$ cat config.mk
export PLATFORM = sky130hd
export DESIGN_NAME = gpio_in
export DESIGN_NICKNAME = d
export VERILOG_FILES = /design/src/rtl/gpio_in_pkg.sv /design/src/rtl/gpio_debounce.sv /design/src/rtl/gpio_in.sv
export SDC_FILE = /design/constraint.sdc
export NUM_CORES = 1
export LEC_CHECK = 0
export CORE_UTILIZATION = 38
export CTS_CLUSTER_SIZE = 16
export DETAILED_ROUTE_END_ITERATION = 8
export PLACE_DENSITY = 0.85
export SLEW_MARGIN = 0
export SYNTH_ARGS = -nofsm -noshare
export SYNTH_HDL_FRONTEND = slang
export SYNTH_HIERARCHICAL = 1
export SYNTH_SLANG_ARGS = --single-unit
$ cat constraint.sdc
create_clock -name CLK -period 2.1 [get_ports CLK]
set_input_delay 0.315 -clock CLK [delete_from_list [all_inputs] [get_ports CLK]]
set_output_delay 0.315 -clock CLK [all_outputs]
set_load 0.01 [all_outputs]
$ cat src/rtl/gpio_in_pkg.sv
// Shared definitions for the gpio_in block: register offsets, debouncer
// state encoding and the register-offset decode helper.
package gpio_in_pkg;

  typedef enum logic [1:0] {
    GPIO_DATA  = 2'd0,
    GPIO_EDGE  = 2'd1,
    GPIO_IRQEN = 2'd2,
    GPIO_RSVD  = 2'd3
  } reg_off_e;

  typedef enum logic {
    DB_IDLE  = 1'b0,
    DB_COUNT = 1'b1
  } db_state_e;

  localparam int RDATA_W = 32;

  // Word offset within the block; byte-lane bits [1:0] do not select anything.
  function automatic reg_off_e reg_decode(input logic [3:0] addr);
    return reg_off_e'(addr[3:2]);
  endfunction

endpackage

$ cat src/rtl/gpio_debounce.sv
// One-bit debouncer. With GPIO_IN_DEBOUNCE_EN defined a change must persist for
// DEBOUNCE_CYCLES cycles before it is accepted; otherwise it is a plain register.
module gpio_debounce
  import gpio_in_pkg::*;
#(
  parameter int DEBOUNCE_CYCLES = 1000
) (
  input  logic CLK,
  input  logic RESETn,
  input  logic sync_i,
  output logic state_o,
  output logic state_next_o
);

  logic state_q;
  logic state_d;

`ifdef GPIO_IN_DEBOUNCE_EN
  localparam int CW = $clog2(DEBOUNCE_CYCLES);
  localparam logic [CW-1:0] CNT_LAST = CW'(DEBOUNCE_CYCLES - 1);
  localparam logic [CW-1:0] CNT_ONE  = CW'(1);

  db_state_e      st_q, st_d;
  logic [CW-1:0]  cnt_q, cnt_d;

  // Debounce state machine: a change is accepted on the cycle the counter hits its last value.
  always_comb begin
    st_d    = st_q;
    cnt_d   = cnt_q;
    state_d = state_q;
    case (st_q)
      DB_IDLE: begin
        if (sync_i != state_q) begin
          st_d  = DB_COUNT;
          cnt_d = CNT_ONE;
        end else begin
          cnt_d = '0;
        end
      end
      DB_COUNT: begin
        if (sync_i == state_q) begin
          st_d  = DB_IDLE;
          cnt_d = '0;
        end else if (cnt_q == CNT_LAST) begin
          state_d = sync_i;
          st_d    = DB_IDLE;
          cnt_d   = '0;
        end else begin
          cnt_d = cnt_q + CNT_ONE;
        end
      end
      default: begin
        st_d  = DB_IDLE;
        cnt_d = '0;
      end
    endcase
  end

  always_ff @(posedge CLK or negedge RESETn) begin
    if (!RESETn) begin
      st_q    <= DB_IDLE;
      cnt_q   <= '0;
      state_q <= 1'b0;
    end else begin
      st_q    <= st_d;
      cnt_q   <= cnt_d;
      state_q <= state_d;
    end
  end
`else
  localparam int unused_debounce_cycles = DEBOUNCE_CYCLES;

  assign state_d = sync_i;

  always_ff @(posedge CLK or negedge RESETn) begin
    if (!RESETn) begin
      state_q <= 1'b0;
    end else begin
      state_q <= state_d;
    end
  end
`endif

  assign state_o      = state_q;
  assign state_next_o = state_d;

endmodule

$ cat src/rtl/gpio_in.sv
// Memory-mapped debounced input port with sticky rising-edge flags and a level irq.
// Debouncing is built in only when GPIO_IN_DEBOUNCE_EN is defined.
module gpio_in
  import gpio_in_pkg::*;
#(
  parameter int WIDTH           = 4,
  parameter int DEBOUNCE_CYCLES = 1000
) (
  input  logic               CLK,
  input  logic               RESETn,
  input  logic [WIDTH-1:0]   pins,
  input  logic               sel,
  input  logic [3:0]         mem_addr,
  input  logic               mem_rstrb,
  output logic [RDATA_W-1:0] mem_rdata,
  input  logic [31:0]        mem_wdata,
  input  logic [3:0]         mem_wmask,
  output logic               irq
);

  logic [WIDTH-1:0]   sync1_q, sync2_q;
  logic [WIDTH-1:0]   state_q, state_d;
  logic [WIDTH-1:0]   edge_q, edge_d;
  logic [WIDTH-1:0]   irq_en_q, irq_en_d;
  logic [WIDTH-1:0]   clr;
  logic               irq_q;
  logic [RDATA_W-1:0] rdata_q, rdata_d;
  logic [RDATA_W-1:0] rd_val;
  logic               wr_en, rd_en;
  reg_off_e           off;
  logic               unused_bits;

  assign wr_en       = sel & (|mem_wmask);
  assign rd_en       = sel & mem_rstrb;
  assign off         = reg_decode(mem_addr);
  assign unused_bits = ^{mem_addr[1:0], mem_wdata[31:WIDTH]};

  for (genvar i = 0; i < WIDTH; i++) begin : g_db
    gpio_debounce #(.DEBOUNCE_CYCLES(DEBOUNCE_CYCLES)) u_db (
      .CLK          (CLK),
      .RESETn       (RESETn),
      .sync_i       (sync2_q[i]),
      .state_o      (state_q[i]),
      .state_next_o (state_d[i])
    );
  end

  // Register write decode; a new rise outranks a same-cycle W1C clear.
  always_comb begin
    clr      = '0;
    irq_en_d = irq_en_q;
    if (wr_en) begin
      case (off)
        GPIO_EDGE:  clr      = mem_wdata[WIDTH-1:0];
        GPIO_IRQEN: irq_en_d = mem_wdata[WIDTH-1:0];
        default:    clr      = '0;
      endcase
    end else begin
      clr = '0;
    end
    edge_d = (edge_q & ~clr) | (state_d & ~state_q);
  end

  // Read mux samples pre-write register values.
  always_comb begin
    rd_val  = '0;
    rdata_d = rdata_q;
    case (off)
      GPIO_DATA:  rd_val[WIDTH-1:0] = state_q;
      GPIO_EDGE:  rd_val[WIDTH-1:0] = edge_q;
      GPIO_IRQEN: rd_val[WIDTH-1:0] = irq_en_q;
      default:    rd_val            = '0;
    endcase
    if (rd_en) begin
      rdata_d = rd_val;
    end else begin
      rdata_d = rdata_q;
    end
  end

  always_ff @(posedge CLK or negedge RESETn) begin
    if (!RESETn) begin
      sync1_q  <= '0;
      sync2_q  <= '0;
      edge_q   <= '0;
      irq_en_q <= '0;
      irq_q    <= 1'b0;
      rdata_q  <= '0;
    end else begin
      sync1_q  <= pins;
      sync2_q  <= sync1_q;
      edge_q   <= edge_d;
      irq_en_q <= irq_en_d;
      irq_q    <= |(edge_q & irq_en_q);
      rdata_q  <= rdata_d;
    end
  end

  assign mem_rdata = rdata_q;
  assign irq       = irq_q;

endmodule

==> metrics.csv <==
stage,metric,value,unit
run_status,status,"complete, no violations",
finish,drive_gt1_share,12.0,%
die,initial_core_util,39.9,%
logic_synthesis,synth_largest_area_cell,dfrtp_1,
pwr,power_density,694,mW/mm²
pwr,ir_drop,0.400,mV
finish,fillers,287,
timing,setup_viol,0,
die,core-area,0.00305,mm²
critical_path,crit_fanout,4,
worst_hold_path,min_path_type,input pin to asynchronous set/reset pin,
flow_run,drv_cap,0,
global_routing,overflow,0,
critical_path,arrival,1830,ps
finish,final-seq-area,626,µm²
clock_tree,clk_pin_slew_worst_paths,130,ps
clock_tree,ctsHoldBuffers,0,
logic_synthesis,synth_seq_cells,25,
clock_tree,numCtsBuffers,3,
critical_path,rrSetupSlack,1090,ps
die,die_w,58.6,µm
global_routing,grt_antenna_before_repair,0,
clock_tree,root_buffer,clkbuf_4,
die,dieArea,0.00343,mm²
placement,placed_area,0.00135,mm²
critical_path,cp-end-kind,flop,
timing,fmax,620,MHz
critical_path,worst-path-buf-inv,1,
finish,multiInputGateArea,415,µm²
global_routing,grt.total_usage,11.2,%
timing,fin_skew,6.22,ps
logic_synthesis,syn_avg_cell_area,11.6,µm²
route,drc,0,
placement,gp_congestion,0.721,
timing,hold_viol,0,
die,rows,20,
clock_tree,post_cts_resized,0,
timing,post-route-period-util,76.8,%
route,dr.pass1.iters,4,
logic_synthesis,synth_ff_type,dfrtp_1,
critical_path,reg2regPathDepth,3,
critical_path,reg2reg_from,edge_q[0]$_DFF_PN0_,
clock_tree,post-cts-setup-buffers,0,
logic_synthesis,yosysSeqAreaShare,51.4,%
critical_path,required,2320,ps
finish,syn2layout_area_growth,12.7,%
critical_path,path_class,input pin to flop,
clock_tree,clock_latency,310,ps
route,wl_met2,904,µm
clock_tree,tritoncts,done,
route,drt-met1-wl,757,µm
critical_path,slowest_delay,530,ps
critical_path,crit_start,mem_wmask[1],
critical_path,r2r-end,mem_rdata[0]$_DFFE_PN0P_,
logic_synthesis,synth_top_area_share,51.4,%
critical_path,path_delay_family,simple AND/OR/NAND/NOR gates,
logic_synthesis,synth_top_cells_by_count,"buf_4 (33), dfrtp_1 (25), nand2_1 (5)",
clock_tree,clock_sinks,25,
critical_path,worstPathCellList,"clkdlybuf4s50_1, or4_4, and3_1, mux2_4",
route,routed.top_layer,met3,
timing,tns,0,ps
route,wirelength,1800,µm
clock_tree,clock_path_buffers,2,
timing,rsz0062_at_grt,false,
logic_synthesis,synthArstFlopShare,100,%
critical_path,setup.worst_path.start_class,input pin,
clock_tree,htree_levels,1,
placement,place.port_buffers,22,
global_routing,grt_pass1_vias,692,
route,routed_via_density,4.24,
logic_synthesis,synth.area.top_cells,"dfrtp_1 (51%), buf_4 (20%), mux2_4 (4.9%), a221o_1 (3.3%), mux2i_1 (3.3%)",
route,ant_nets,0,
timing,slew_viol_final,0,
logic_synthesis,synth_edf_count,0,
logic_synthesis,yosysUniqueCellTypes,20,
global_routing,grt_pass1_wl,2940,µm
timing,fin_hold_ws,339,ps
logic_synthesis,synth-warning-count,6,
finish,nets,174,
logic_synthesis,synthCells,105,
finish,num_antenna_cells,0,
route,routedWlPerCell,10.6,µm
route,drt_iter0_drc,23,
route,met3_length,135,µm
placement,place_hpwl,1290,µm
die,ios,81,
route,num_vias,717,
logic_synthesis,synth_most_common_cell,buf_4,
critical_path,slowest_stage,or4_4,
logic_synthesis,syn-cell-area,0.00122,mm²
pwr,p_leak,0.626,nW
timing,min_period,1610,ps
die,die_h,58.6,µm
global_routing,grt_max_degree,26,
finish,fin_area,0.00137,mm²
registers in the layout, summed over array words and instances, names as in the netlist:
signal and cells:
sync2_q 4, sync1_q 4, g_db.u_db/state_o 4, edge_q 4
irq 1, mem_rdata 4, irq_en_q 4
area by class of cell:
cell class	instances	share of cell area [%]
clock buffers	4	1.91
inverters	4	1.09
multi-input cells	68	30.3
flip-flops and latches	25	45.6
well taps	44	4.01
repair buffers	24	17.1
metrics by stage:
stage,power [mW],util (%),cells,worst slack [ps]
3_3_place_gp,0.741,44.1,165,150
3_5_place_dp,0.749,44.1,165,132
4_1_cts,0.959,45.0,169,484
2_1_floorplan,0.705,-,132,565
6_report,0.953,45.0,169,487
5_1_grt,1.01,45.0,169,459
cells by family (layout without fill, tap and decap cells):
family,count (synthesis),in the layout,share of synthesized area [%]
other,1,28,0.308
DFF,25,25,51.4
muxes,8,8,8.22
and+or+nand+nor,22,22,10.7
AOI/OAI and AO/OA,10,10,6.58
buffers and inverters,39,32,22.8
report_power, final:
group	total [mW]	internal, mW	switching (mW)
sequential	0.557	0.527	0.0303
combinational	0.185	0.104	0.0809
clock	0.211	0.0742	0.137
cell usage in the layout (no fill, tap or decap):
| master | n |
|---|---|
| or4_4 | 1 |
| clkdlybuf4s50_1 | 22 |
| mux2_4 | 4 |
| nand4b_1 | 1 |
| a31oi_1 | 4 |
| or2_2 | 4 |
| nand2_1 | 5 |
| and2_1 | 1 |
| conb_1 | 28 |
| mux2i_1 | 4 |
| a221o_1 | 4 |
| clkbuf_4 | 3 |
| nor2b_4 | 1 |
| inv_1 | 4 |
| nor2b_1 | 4 |
| nor2_1 | 4 |
| a22oi_1 | 2 |
| dfrtp_1 | 25 |
| clkbuf_1 | 1 |
| buf_4 | 2 |
| and3_1 | 1 |
worst register-to-register path: stages (launching register included):
cell and delay (ps):
dfrtp_1 420, mux2i_1 90, or2_2 270, a31oi_1 160
how the worst max path moves through the flow:
stage	endpoint	slack [ps]	cells past startpoint
after CTS	irq_en_q[2]$_DFFE_PN0P_	480	4
after global routing	irq_en_q[1]$_DFFE_PN0P_	460	4
after detailed placement	irq_en_q[2]$_DFFE_PN0P_	130	4
final	irq_en_q[2]$_DFFE_PN0P_	490	4
after global placement	irq_en_q[2]$_DFFE_PN0P_	150	4
after floorplan	irq_en_q[0]$_DFFE_PN0P_	560	4
metal layers:
layer,up-vias,GRT usage [%]
met4,0,2.04
met1,351,13.0
met5,-,0
met2,40,20.5
li1,326,-
met3,0,3.52
Note: power is estimated with default switching activity, not from simulation.
